## config.mk

```make
export PLATFORM = sky130hd
export DESIGN_NAME = cic_round_scheduler
export DESIGN_NICKNAME = d
export VERILOG_FILES = /design/src/rtl/cic_round_scheduler.sv
export SDC_FILE = /design/constraint.sdc
export NUM_CORES = 1
export LEC_CHECK = 0
export BUFFER_PORTS_ARGS = -buffer_cell sky130_fd_sc_hd__buf_2
export CORE_AREA = 2 2 112 114
export CTS_BUF_LIST = sky130_fd_sc_hd__clkbuf_8
export DETAILED_ROUTE_END_ITERATION = 6
export DIE_AREA = 0 0 114 116
export MAX_ROUTING_LAYER = met4
export PLACE_DENSITY = 0.67
export SLEW_MARGIN = 20
export SYNTH_ARGS = -nofsm -noshare
export SYNTH_HDL_FRONTEND = slang
export SYNTH_SLANG_ARGS = --single-unit
```

## constraint.sdc

```tcl
create_clock -name clk -period 1.8 [get_ports clk]
set_input_delay 0.09 -clock clk [delete_from_list [all_inputs] [get_ports clk]]
set_output_delay 0.09 -clock clk [all_outputs]
set_load 0.03 [all_outputs]
```

## src/rtl/cic_round_scheduler.sv

```systemverilog
// cic_round_scheduler: round-robin sharing of one rounder across NUM_CH CIC channels.
// Define CIC_SAT_CNT_EN to add per-channel saturating saturation-event counters.
module cic_round_scheduler #(
  parameter int NUM_CH = 4,
  parameter int ACC_WIDTH = 42,
  parameter int OUT_WIDTH = 16,
  parameter int CNT_WIDTH = 16,
  localparam int ID_W = $clog2(NUM_CH)
) (
  input  logic                        clk,
  input  logic                        rst,
  input  logic [NUM_CH*ACC_WIDTH-1:0] ch_data_in,
  input  logic [NUM_CH-1:0]           ch_valid_in,
  output logic [NUM_CH-1:0]           ch_ready_out,
  output logic [ACC_WIDTH-1:0]        rnd_data_o,
  output logic                        rnd_valid_o,
  input  logic [OUT_WIDTH-1:0]        rnd_data_i,
  input  logic                        rnd_overflow_i,
  input  logic                        rnd_underflow_i,
  input  logic                        rnd_valid_i,
  output logic [OUT_WIDTH-1:0]        data_out,
  output logic [ID_W-1:0]             ch_id_out,
  output logic                        sat_out,
  output logic                        valid_out,
  input  logic                        ready_in,
  input  logic [NUM_CH-1:0]           sat_clr,
  output logic [NUM_CH-1:0]           sat_sticky,
  input  logic [ID_W-1:0]             sat_cnt_sel,
  output logic [CNT_WIDTH-1:0]        sat_cnt_out,
  output logic                        proto_err
);
  logic i_full, o_full, o_adv, i_acc, accept, sat_now;
  logic [ACC_WIDTH-1:0] i_data;
  logic [ID_W-1:0] i_id, rr_ptr, g;
  logic [ID_W:0] sum;
  logic [NUM_CH-1:0] sat_set;
  assign o_adv = i_full & (~o_full | ready_in);
  assign i_acc = ~i_full | o_adv;
  assign accept = i_acc & (|ch_valid_in);
  assign rnd_data_o = i_data;
  assign rnd_valid_o = i_full;
  assign valid_out = o_full;
  assign sat_now = rnd_overflow_i | rnd_underflow_i;
  assign sat_set = {NUM_CH{o_adv & sat_now}} & (NUM_CH'(1) << i_id);
  assign ch_ready_out = {NUM_CH{accept}} & (NUM_CH'(1) << g);
  // Walk downward so the closest valid channel at or after rr_ptr wins last.
  always_comb begin
    g = '0;
    sum = '0;
    for (int k = NUM_CH - 1; k >= 0; k--) begin
      sum = {1'b0, rr_ptr} + (ID_W+1)'(k);
      sum = (sum >= (ID_W+1)'(NUM_CH)) ? sum - (ID_W+1)'(NUM_CH) : sum;
      g = ch_valid_in[sum[ID_W-1:0]] ? sum[ID_W-1:0] : g;
    end
  end
  always_ff @(posedge clk) begin
    if (rst) begin
      i_full <= 1'b0;
      o_full <= 1'b0;
      rr_ptr <= '0;
      i_data <= '0;
      i_id <= '0;
      data_out <= '0;
      ch_id_out <= '0;
      sat_out <= 1'b0;
      sat_sticky <= '0;
      proto_err <= 1'b0;
    end else begin
      if (accept) begin
        i_full <= 1'b1;
        i_data <= ch_data_in[g*ACC_WIDTH +: ACC_WIDTH];
        i_id <= g;
        rr_ptr <= (g == ID_W'(NUM_CH - 1)) ? '0 : g + 1'b1;
      end else if (o_adv) begin
        i_full <= 1'b0;
      end
      if (o_adv) begin
        o_full <= 1'b1;
        data_out <= rnd_data_i;
        ch_id_out <= i_id;
        sat_out <= sat_now;
      end else if (ready_in) begin
        o_full <= 1'b0;
      end
      sat_sticky <= (sat_sticky & ~sat_clr) | sat_set;
      if (i_full & ~rnd_valid_i) proto_err <= 1'b1;
    end
  end
`ifdef CIC_SAT_CNT_EN
  logic [CNT_WIDTH-1:0] cnt [NUM_CH];
  // A clear coinciding with an event leaves the count at 1.
  always_ff @(posedge clk) begin
    if (rst) begin
      cnt <= '{default: '0};
      sat_cnt_out <= '0;
    end else begin
      for (int i = 0; i < NUM_CH; i++)
        cnt[i] <= sat_clr[i] ? CNT_WIDTH'(sat_set[i]) : cnt[i] + CNT_WIDTH'(sat_set[i] & ~&cnt[i]);
      sat_cnt_out <= cnt[sat_cnt_sel];
    end
  end
`else
  assign sat_cnt_out = '0;
`endif
endmodule
```

==> reports/qor.yml <==
die_y_um: 116
crit_fanout: 6
setup-tns-final_ps: -614
avgViaCountPerCell: 4.88
maxCapViolCount: 0
finClkSkew_ps: 7.47
cts_root_buffer: "clkbuf_8"
wl_met3_um: 847
rsz0062_at_grt: "yes"
ios: 288
synth.top_cells.by_area: "dfxtp_1, mux2i_1, o221ai_1"
p_switching_mw: 2.17
startpoint: "rr_ptr[0]$_SDFFE_PP0P_"
worst_slack_ps: -60.3
placed_cell_area_sq_um: 5190
path_clk_slew_ps: 80
cp-end-kind: "output port"
grt_remaining_overflow: 0
arrival_ps: 1770
detail_route.iter0.violations: 242
intPower_mw: 3.77
combPwrFrac_pct: 42.6
min-delay-start: "rnd_data_i[14]"
n_antenna_cell: 0
initial_utilization_pct: 30.7
ys_warn_count: 0
htreeDepth: 3
violations: "negative setup slack"
status: "finished with violations"
ys_ff_latch: 72
vias: 4186
yosysSeqAreaShare_pct: 39.4
final_layout_size_suffix_gt1_share_pct: 47.6
tritoncts: "done"
detailed_place_hpwl_um: 9410
powerDensity_nw_per_um2: 994
clock_latency_ps: 350
seq_power_share_pct: 33.1
period_share_pct: 103
syn_area_per_cell_sq_um: 8.93
io_buffers: 269
critPathMaxStageDelay_ps: 360
max-clock-path-buffers: 2
wl_per_cell_um: 15.8
final_area_sq_um: 5980
cts_buffers: 9
swShare_pct: 36.5
syn_area_sq_um: 3660
critPathKind: "flip-flop to output port"
grt_max_degree: 28
first_global_vias: 4007
ant_nets: 0
wl_met1_um: 5480
synth_top_area_share_pct: 39.4
fmax_mhz: 538
finalWeightedCongestion: 0.877
final_nets: 905
areaGrowthSynthToFinish_pct: 63.2
r2r-start: "rr_ptr[0]$_SDFFE_PP0P_"
p_leak_nw: 3.16
hp-class: "input port to flip-flop"
p_clk_share_pct: 24.3
setup_viol: 19
wl_met2_um: 6880
synth_area_leader_cell: "dfxtp_1"
first_pass_iters: 6
syn-instance-count: 410
required_ps: 1710
cp-start-kind: "flip-flop"
clkSinkCount: 72
drv_slew: 0
drc: 0
ir_drop_uv: 358
slowest_stage: "dfxtp_4"
grt_use_total_pct: 19.2
wl_um: 13600
die_area_sq_um: 13200
core_region_area_sq_um: 11900
fp-row-count: 40
antenna_found_initial: 0
grt_pass1_wl_um: 19300
dr.max_layer_used: "met4"
tightest_slew_ps: 624
crit_chain: "nand2b_4, and4b_2, nor2_4, nor2_1, and2_1, buf_4"
fin_crit_ps: 1860
fp.dieW_um: 114
hold_viol_final: 0
relSlewSlack_pct: 58.3
synth.distinct_cells: 33
-- final timing paths --
check,end,slack (ps),depth (start not counted)
max,ch_ready_out[3],-60,6
min,data_out[14]$_SDFFE_PP0P_,10,3
max reg2reg,rnd_data_o[15]$_SDFFE_PP0P_,-50,7
min reg2reg,ch_id_out[0]$_SDFFE_PP0P_,450,2
-- state kept, by name, indices dropped and copies added (netlist names) --
register	flops
rnd_data_o	42
data_out	16
sat_sticky	4
ch_id_out	2
i_id	2
rr_ptr	2
proto_err	1
rnd_valid_o	1
sat_out	1
valid_out	1
-- metal layers --
metal / vias to the layer above / global-route usage, %
met4: 0 / 9.76
met3: 21 / 3.29
met1: 1933 / 21.2
met2: 198 / 33.4
li1: 2034 / -
met5: - / -
-- cell type report --
cell class	instances	area [sq um]
clock buffer	13	179
tap	147	184
fill	1085	5930
multi-input combinational	302	2120
clock inverter	3	46.3
sequential	72	1450
inverter	4	15.0
timing repair buffer	316	1990
-- critical path, delay by kind of cell, from the launching register on --
family | cells | cell delay [ps]
flip-flops | 1 | 360
AND/OR/NAND/NOR | 5 | 880
buffers and inverters | 1 | 170
-- power by group through the flow --
stage | Sequential (mW) | Combinational, mW | Clock [mW]
global placement | 1.98 | 2.03 | 0
floorplan | 2.40 | 0.985 | 0
CTS | 1.96 | 2.34 | 1.49
finish | 1.97 | 2.53 | 1.44
global route | 1.99 | 2.68 | 1.56
detailed placement | 1.99 | 2.07 | 0
-- Yosys cell counts --
cell / instances
nand2_1: 84
mux2i_1: 83
dfxtp_1: 72
o221ai_1: 41
a21oi_1: 28
buf_4: 18
clkbuf_1: 16
nor2_1: 15
buf_2: 12
nand2b_1: 5
inv_1: 4
nor2b_1: 4
nor4_1: 3
and2_1: 2
and3_1: 2
nor3_1: 2
o2111ai_1: 2
o211ai_1: 2
a211oi_1: 1
a21boi_0: 1
a21boi_1: 1
a21o_1: 1
and4b_1: 1
buf_1: 1
conb_1: 1
nand3_1: 1
nand4b_1: 1
nor3b_1: 1
o22a_1: 1
or2_2: 1
or3_1: 1
or4_1: 1
xor2_1: 1
-- stage by stage --
| step | power, mW | hold slack (ps) | cells | utilization, % | setup WS [ps] |
|---|---|---|---|---|---|
| after CTS | 5.79 | 8.11 | 851 | 48.6 | -69.2 |
| after global routing | 6.23 | 8.14 | 857 | 50.2 | -162 |
| final | 5.94 | 11.9 | 857 | 50.2 | -60.3 |
| after global placement | 4.01 | 335 | 808 | 43.6 | -69.2 |
| after floorplan | 3.39 | 226 | 425 | - | -11.9 |
| after detailed placement | 4.06 | 337 | 808 | 43.6 | -145 |
-- cell families (layout without fill, tap and decap cells) --
family | Yosys count | count (layout) | share of synthesized area, %
compound gates | 78 | 78 | 15.6
xor+xnor | 1 | 1 | 0.239
buf+inv | 51 | 336 | 7.48
flops | 72 | 72 | 39.4
mux | 83 | 83 | 22.7
other cells | 1 | 16 | 0.102
simple gates | 124 | 124 | 14.6
-- cells in the final DEF (no fill, tap or decap), drive strengths merged, types with 5 or more instances in the layout --
cell and count:
buf 297, nand2 84, mux2i 83, dfxtp 72
o221ai 41, a21oi 28, clkbuf 17, conb 16
dlygate4sd3 15, nor2 15, nand2b 5, inv 5
-- timing repair --
action / CTS / global route
hold buffers: 15 / 0
cloned: 3 / 4
pin swaps: 4 / 7
gates resized for setup: 21 / 23
endpoints found under the setup margin: 46 / 46
setup buffers: 9 / 3
endpoints found under the hold margin: 18 / 0
Note: power is estimated with default switching activity, not from simulation.
